File: src/rtl/jtag_tap_ctrl_if.sv
// Bundles the TAP controller's TMS input and all decoded control outputs.
// Latency: none; this file only carries wires between controller and scan logic.
// Backpressure: none; the TAP steps once per TCK edge and cannot be stalled.
// Optional macro TAP_SHIFT_CNT_EN adds the shift_cnt signal to both modports.
interface jtag_tap_ctrl_if #(
    parameter int CNT_W = 8
);
    logic             TMS;
    logic [3:0]       tap_state;
    logic             test_logic_rst;
    logic             capturedr;
    logic             shiftdr;
    logic             clockdr;
    logic             updatedr;
    logic             captureir;
    logic             shiftir;
    logic             updateir;
    logic             tdo_sel;
    logic             tdo_en;
`ifdef TAP_SHIFT_CNT_EN
    logic [CNT_W-1:0] shift_cnt;

    modport master (
        output TMS,
        input  tap_state, test_logic_rst, capturedr, shiftdr, clockdr, updatedr,
        input  captureir, shiftir, updateir, tdo_sel, tdo_en, shift_cnt
    );

    modport slave (
        input  TMS,
        output tap_state, test_logic_rst, capturedr, shiftdr, clockdr, updatedr,
        output captureir, shiftir, updateir, tdo_sel, tdo_en, shift_cnt
    );
`else
    modport master (
        output TMS,
        input  tap_state, test_logic_rst, capturedr, shiftdr, clockdr, updatedr,
        input  captureir, shiftir, updateir, tdo_sel, tdo_en
    );

    modport slave (
        input  TMS,
        output tap_state, test_logic_rst, capturedr, shiftdr, clockdr, updatedr,
        output captureir, shiftir, updateir, tdo_sel, tdo_en
    );
`endif
endinterface

File: src/rtl/jtag_tap_ctrl.sv
// IEEE 1149.1 TAP controller: 16-state FSM stepped by TMS, decoded scan-control strobes.
// Latency: one TCK edge per state; outputs track the state register with no extra delay.
// Backpressure: none; every rising TCK edge advances the FSM unconditionally.
// Optional macro TAP_SHIFT_CNT_EN builds a saturating shift-bit counter (shift_cnt).
module jtag_tap_ctrl #(
    parameter int CNT_W = 8
) (
    input  logic            TCK,
    input  logic            rst,
    jtag_tap_ctrl_if.slave  tap
);

    typedef enum logic [3:0] {
        EX2DR = 4'h0, EX1DR = 4'h1, SHDR  = 4'h2, PAUDR = 4'h3,
        SELIR = 4'h4, UPDDR = 4'h5, CAPDR = 4'h6, SELDR = 4'h7,
        EX2IR = 4'h8, EX1IR = 4'h9, SHIR  = 4'hA, PAUIR = 4'hB,
        RTI   = 4'hC, UPDIR = 4'hD, CAPIR = 4'hE, TLR   = 4'hF
    } tap_state_t;

    tap_state_t state;
    tap_state_t nxt;

    logic tlr_q, capdr_q, shdr_q, clkdr_q, upddr_q;
    logic capir_q, shir_q, updir_q, tdo_sel_q, tdo_en_q;

    // IEEE 1149.1 transition table
    function automatic tap_state_t next_of(input tap_state_t s, input logic tms);
        tap_state_t n;
        case (s)
            TLR:     n = tms ? TLR   : RTI;
            RTI:     n = tms ? SELDR : RTI;
            SELDR:   n = tms ? SELIR : CAPDR;
            SELIR:   n = tms ? TLR   : CAPIR;
            CAPDR:   n = tms ? EX1DR : SHDR;
            SHDR:    n = tms ? EX1DR : SHDR;
            EX1DR:   n = tms ? UPDDR : PAUDR;
            PAUDR:   n = tms ? EX2DR : PAUDR;
            EX2DR:   n = tms ? UPDDR : SHDR;
            UPDDR:   n = tms ? SELDR : RTI;
            CAPIR:   n = tms ? EX1IR : SHIR;
            SHIR:    n = tms ? EX1IR : SHIR;
            EX1IR:   n = tms ? UPDIR : PAUIR;
            PAUIR:   n = tms ? EX2IR : PAUIR;
            EX2IR:   n = tms ? UPDIR : SHIR;
            UPDIR:   n = tms ? SELDR : RTI;
            default: n = TLR;
        endcase
        return n;
    endfunction

    assign nxt = next_of(state, tap.TMS);

    // State register plus strobes decoded from the next state, so each registered
    // strobe is high for exactly the cycles the state register holds its state
    always_ff @(posedge TCK) begin
        if (rst) begin
            state     <= TLR;
            tlr_q     <= 1'b1;
            capdr_q   <= 1'b0;
            shdr_q    <= 1'b0;
            clkdr_q   <= 1'b0;
            upddr_q   <= 1'b0;
            capir_q   <= 1'b0;
            shir_q    <= 1'b0;
            updir_q   <= 1'b0;
            tdo_sel_q <= 1'b0;
            tdo_en_q  <= 1'b0;
        end else begin
            state     <= nxt;
            tlr_q     <= (nxt == TLR);
            capdr_q   <= (nxt == CAPDR);
            shdr_q    <= (nxt == SHDR);
            clkdr_q   <= (nxt == CAPDR) || (nxt == SHDR);
            upddr_q   <= (nxt == UPDDR);
            capir_q   <= (nxt == CAPIR);
            shir_q    <= (nxt == SHIR);
            updir_q   <= (nxt == UPDIR);
            tdo_sel_q <= (nxt == CAPIR) || (nxt == SHIR) || (nxt == EX1IR) ||
                         (nxt == PAUIR) || (nxt == EX2IR) || (nxt == UPDIR);
            tdo_en_q  <= (nxt == SHDR) || (nxt == SHIR);
        end
    end

    assign tap.tap_state      = state;
    assign tap.test_logic_rst = tlr_q;
    assign tap.capturedr      = capdr_q;
    assign tap.shiftdr        = shdr_q;
    assign tap.clockdr        = clkdr_q;
    assign tap.updatedr       = upddr_q;
    assign tap.captureir      = capir_q;
    assign tap.shiftir        = shir_q;
    assign tap.updateir       = updir_q;
    assign tap.tdo_sel        = tdo_sel_q;
    assign tap.tdo_en         = tdo_en_q;

`ifdef TAP_SHIFT_CNT_EN
    logic [CNT_W-1:0] cnt;

    // Bits shifted this visit: cleared on capture, saturating count of shift edges,
    // held through pause/exit so software can read the scan length afterwards
    always_ff @(posedge TCK) begin
        if (rst) begin
            cnt <= '0;
        end else if ((nxt == CAPDR) || (nxt == CAPIR)) begin
            cnt <= '0;
        end else if (((state == SHDR) || (state == SHIR)) && (cnt != {CNT_W{1'b1}})) begin
            cnt <= cnt + 1'b1;
        end
    end

    assign tap.shift_cnt = cnt;
`endif

endmodule

File: src/flat_wrapper.sv
// flat-port wrapper written by rule: the top's interface ports become plain ports
module jtag_tap_ctrl_flat 
#(
    parameter int CNT_W = 8
)
  (TCK, rst, tap_TMS, tap_tap_state, tap_test_logic_rst, tap_capturedr, tap_shiftdr, tap_clockdr, tap_updatedr, tap_captureir, tap_shiftir, tap_updateir, tap_tdo_sel, tap_tdo_en);
  jtag_tap_ctrl_if #(.CNT_W(CNT_W)) tap_i ();
  input  logic TCK;
  input  logic rst;
  input wire logic [$bits(tap_i.TMS)-1:0] tap_TMS;
  output wire logic [$bits(tap_i.tap_state)-1:0] tap_tap_state;
  output wire logic [$bits(tap_i.test_logic_rst)-1:0] tap_test_logic_rst;
  output wire logic [$bits(tap_i.capturedr)-1:0] tap_capturedr;
  output wire logic [$bits(tap_i.shiftdr)-1:0] tap_shiftdr;
  output wire logic [$bits(tap_i.clockdr)-1:0] tap_clockdr;
  output wire logic [$bits(tap_i.updatedr)-1:0] tap_updatedr;
  output wire logic [$bits(tap_i.captureir)-1:0] tap_captureir;
  output wire logic [$bits(tap_i.shiftir)-1:0] tap_shiftir;
  output wire logic [$bits(tap_i.updateir)-1:0] tap_updateir;
  output wire logic [$bits(tap_i.tdo_sel)-1:0] tap_tdo_sel;
  output wire logic [$bits(tap_i.tdo_en)-1:0] tap_tdo_en;
  assign tap_i.TMS = tap_TMS;
  assign tap_tap_state = tap_i.tap_state;
  assign tap_test_logic_rst = tap_i.test_logic_rst;
  assign tap_capturedr = tap_i.capturedr;
  assign tap_shiftdr = tap_i.shiftdr;
  assign tap_clockdr = tap_i.clockdr;
  assign tap_updatedr = tap_i.updatedr;
  assign tap_captureir = tap_i.captureir;
  assign tap_shiftir = tap_i.shiftir;
  assign tap_updateir = tap_i.updateir;
  assign tap_tdo_sel = tap_i.tdo_sel;
  assign tap_tdo_en = tap_i.tdo_en;
  jtag_tap_ctrl #(.CNT_W(CNT_W)) u_core (.TCK(TCK), .rst(rst), .tap(tap_i));
endmodule
File: config.mk
export PLATFORM = sky130hd
export DESIGN_NAME = jtag_tap_ctrl_flat
export DESIGN_NICKNAME = d
export VERILOG_FILES = /design/src/rtl/jtag_tap_ctrl_if.sv /design/src/rtl/jtag_tap_ctrl.sv /design/src/flat_wrapper.sv
export SDC_FILE = /design/constraint.sdc
export NUM_CORES = 1
export LEC_CHECK = 0
export BUFFER_PORTS_ARGS = -buffer_cell sky130_fd_sc_hd__buf_2
export CORE_AREA = 5 5 42 44
export CTS_CLUSTER_SIZE = 25
export DETAILED_ROUTE_END_ITERATION = 8
export DIE_AREA = 0 0 47 49
export GPL_ROUTABILITY_DRIVEN = 0
export GPL_TIMING_DRIVEN = 0
export PLACE_DENSITY = 0.66
export SETUP_SLACK_MARGIN = 0.3
export SYNTH_ARGS = -nofsm -noshare
export SYNTH_HDL_FRONTEND = slang
export SYNTH_SLANG_ARGS = --single-unit
File: constraint.sdc
create_clock -name TCK -period 1.3 [get_ports TCK]
set_input_delay 0.13 -clock TCK [delete_from_list [all_inputs] [get_ports TCK]]
set_output_delay 0.13 -clock TCK [all_outputs]
set_load 0.05 [all_outputs]
==> results.md <==
Floorplanning:
- The die span in x is about 47 µm.
- After floorplanning, the core was sized to cover 0.00140 mm².
- The number of top-level design ports is 17.
- The vertical die dimension is ~50 µm.
- The area enclosed by the die boundary is 0.00230 mm².
- The number of rows created at floorplan is 14.
- The initial cell density of the core is 38.7%.

Worst setup path:
- The required time at the endpoint of the critical path is around 1.5 ns.
- The peak per-stage delay on the critical path is 0.35 ns.
- The worst register-to-register path has a setup slack of 0.10 ns.
- The worst setup path is of the register to register kind.
- The worst setup path is launched from a register.
- STA puts the critical path data arrival time at 1.42 ns.
- The launching instance or port of the critical path is u_core.tap.tap_state[1]$_SDFF_PP1_.
- The category of the worst setup path capture point is a register.
- The terminus of the critical flop-to-flop path is u_core.tap.tdo_sel$_SDFF_PP0_.
- The number of cells traversed by the worst register-to-register path is 4.
- Traced cell by cell, the critical path runs through buf_6, or2_4, or3_1, a21oi_2.
- The startpoint identified for the worst register-to-register timing path is u_core.tap.tap_state[1]$_SDFF_PP1_.
- The endpoint of the most critical setup path is u_core.tap.tdo_sel$_SDFF_PP0_.
- The maximum fanout along the worst path is 5.
- The slowest stage of the critical path belongs to the cell dfxtp_4.

Global route:
- The first global-routing pass estimated 2.17 mm of wire.
- Global routing used 12.9% of the available tracks across all layers.
- The initial antenna violation count is 0.
- The via count of the first global-routing pass is between 500 and 600.
- The pin count of the biggest net entering global routing is 11.
- For this run the aggregate overflow at the end of global routing stands at 0.

STA:
- The final number of hold-violating endpoints came to 0.
- The setup TNS is 0 ns.
- The clock tree skew after final layout is 0.000523 ns.
- The number of max-slew violations in the final report is 0.
- Subtracting the final worst setup slack from the clock period gives 1.20 ns.
- The worst relative slew slack is 68.1%.
- For this run, the top clock speed supported by timing is between 800 and 900 MHz.
- The count of endpoints failing setup in the final report is 0.
- Setup repair after global routing could not meet its margin everywhere.
- For the pin with the worst max-slew slack, the measured transition is between 0.4 and 0.5 ns.
- After layout, the worst path uses 92.1% of the clock period.

Clock tree:
- The clock input transition at the sequential cells of the worst setup and hold paths is 0.08 ns.
- The level count of the clock H-tree is 1.
- Hold repair after CTS inserted 0 buffers.
- The CTS tree is yes.
- The clock latency on the worst-skew pair is 0.28 ns.
- The largest buffer count on any clock path is 2.
- The number of buffers inserted during clock tree synthesis is 3.
- Clock tree synthesis selected as its root buffer the cell clkbuf_4.
- The number of clock sinks seen by CTS is 14.

Placement:
- The cell area after placement is around 670 µm².
- In this run the tool buffered the top-level ports with 15 buffer cells.
- The sum of net half-perimeters after detailed placement is between 800 and 900 µm.

Power and ir drop:
- The total power divided by cell area is 1390 mW/mm².
- The cell leakage power is approximately 0.00038 µW.
- Across the VDD grid, the largest voltage drop is 0.625 mV.

Routing:
- The total number of vias is 508.
- The average wire per cell in the routed design is 13.2 µm.
- Wires add up to 1.30 mm.
- After detailed routing, the number of vias per cell comes to 5.13.
- The number of antenna-violating nets in the routed design is 0.
- The first-pass iteration count of the detailed router is 3.
- In the routed design, unresolved DRC markers number 0.
- The number of DRC markers in iteration 0 is 5.

Layout:
- The final design area excluding fillers is 845 µm².
- The number of nets in the layout is a little under 90.
- The area growth from synthesis to layout is 55.9%.
- Counting the fill cells in the layout gives between 100 and 150.
- In the final layout, the share of cells above drive strength 1 is roughly 55%.
- The repair_antennas step left the layout with diodes totalling 0.

Hold path:
- The path type of the worst min-delay path is primary input to register.

Synth:
- The most frequently used flop master after synthesis is dfxtp_1.
- After synthesis, the most frequently instantiated cells are dfxtp_1 (14), nand2_1 (4), clkbuf_1 (3), nand2b_1 (3), nor4_1 (3).
- The dominant cell by count in the synthesized netlist is dfxtp_1.
- The number of distinct library cells after synthesis is 30.
- Sorting the synthesized cells by area gives the leading types as dfxtp_1 (52%), nand2b_1 (3.5%), nor4_1 (3.5%).
- Of the post-synthesis cell area, the dominant cell type holds roughly half.
- The cell area after synthesis is around 540 µm².
- In the synthesized netlist the async set-or-reset flop fraction comes to 0%.
- Counting flops with a built-in enable in the synthesized netlist gives 0.
- The cell type with the largest total area after synthesis is dfxtp_1.
- Synthesis produced a netlist with a net count of 60.
- The sequential area share after synthesis is slightly above 50%.
- The Yosys step of the flow raised 0 warnings.
- The post-synthesis cell count is 57.
- Counting flops and latches in the post-synthesis netlist gives 14.
- The per-instance average area after synthesis is 9.50 µm².

Flow run:
- The tool flagged a number of max-cap violations equal to 0.

Run status:
- The flow ran to the end, and the final reports show no timing, DRC or antenna violations.
-- kinds of logic (layout without fill, tap and decap cells) --
family | Yosys count | count (layout) | synth area share, %
AOI/OAI and AO/OA | 14 | 14 | 18.7
DFF | 14 | 14 | 51.7
buffers and inverters | 8 | 34 | 7.16
and+or+nand+nor | 21 | 21 | 22.4
-- cells in the final DEF (no fill, tap or decap), types with 2 or more instances in the layout --
| cell type | count |
|---|---|
| o21ai_1 | 2 |
| inv_1 | 2 |
| clkbuf_1 | 2 |
| buf_4 | 9 |
| clkbuf_4 | 10 |
| nand2b_4 | 2 |
| nor2_1 | 2 |
| nand2_1 | 2 |
| dfxtp_4 | 3 |
| dfxtp_1 | 10 |
| nor4_1 | 3 |
| buf_2 | 4 |
| buf_6 | 4 |
-- flip-flops by register name, indices dropped and copies added (netlist names) --
name / count
u_core.tap.capturedr: 1
u_core.tap.captureir: 1
u_core.tap.clockdr: 1
u_core.tap.shiftdr: 1
u_core.tap.shiftir: 1
u_core.tap.tap_state: 4
u_core.tap.tdo_en: 1
u_core.tap.tdo_sel: 1
u_core.tap.test_logic_rst: 1
u_core.tap.updatedr: 1
u_core.tap.updateir: 1
-- stage by stage --
stage                     setup slack (ns)  instances  hold slack [ns]  total power [µW]  util, %
after global routing                0.0608         99            0.154              1240     60.3
after detailed placement            0.0891         88            0.419               777     47.7
after CTS                           0.0908         98            0.117              1150     55.7
final                                0.103         99            0.133              1180     60.3
after floorplan                     0.0736         57            0.305               723        -
after global placement               0.106         88            0.418               773     47.7
-- repair_timing --
action                                  in CTS  in global routing
gates resized for setup                      9                 17
hold endpoints to repair                     0                  0
buffers inserted                             6                  1
pin swaps                                    7                  1
endpoints found under the setup margin      12                 25
-- layer usage --
layer  part of all wire [%]  vias to the layer above  routed length, µm  track usage, %
met5                      0                        -                  0               0
li1                       -                      256                  -               -
met2                     52                       12                674            20.8
met4                    1.8                        0                 23            6.91
met3                    4.8                        3                 62            3.32
met1                     42                      237                543            14.9
-- power breakdown --
part | internal (µW) | switching, µW | total (µW)
Combinational | 157 | 216 | 373
Clock | 171 | 144 | 314
Sequential | 460 | 31.0 | 491
-- worst max-delay path, delay by kind of cell (launching register included) --
family          cells  cell delay [ns]
compound gates      1             0.12
buf+inv             1             0.12
flops               1             0.35
simple gates        2             0.55
-- layout make-up --
| class | instances | area [µm²] | share of cell area (%) |
|---|---|---|---|
| Tap cell | 16 | 20.0 | 2.37 |
| Timing Repair Buffer | 22 | 163 | 19.3 |
| Sequential cell | 14 | 293 | 34.7 |
| Buffer | 5 | 45.0 | 5.33 |
| Multi-Input combinational cell | 35 | 277 | 32.7 |
| Inverter | 3 | 11.3 | 1.33 |
| Clock buffer | 4 | 36.3 | 4.30 |
-- how the worst min path moves through the flow --
stage,start,end,slack (ns),cells after the start
global placement,rst,u_core.tap.shiftdr$_SDFF_PP0_,0.42,4
detailed placement,rst,u_core.tap.shiftdr$_SDFF_PP0_,0.42,4
finish,rst,u_core.tap.shiftdr$_SDFF_PP0_,0.13,4
global route,rst,u_core.tap.shiftdr$_SDFF_PP0_,0.15,4
CTS,rst,u_core.tap.shiftdr$_SDFF_PP0_,0.12,4
floorplan,rst,u_core.tap.shiftdr$_SDFF_PP0_,0.30,3
(Power assumes the default switching activity.)
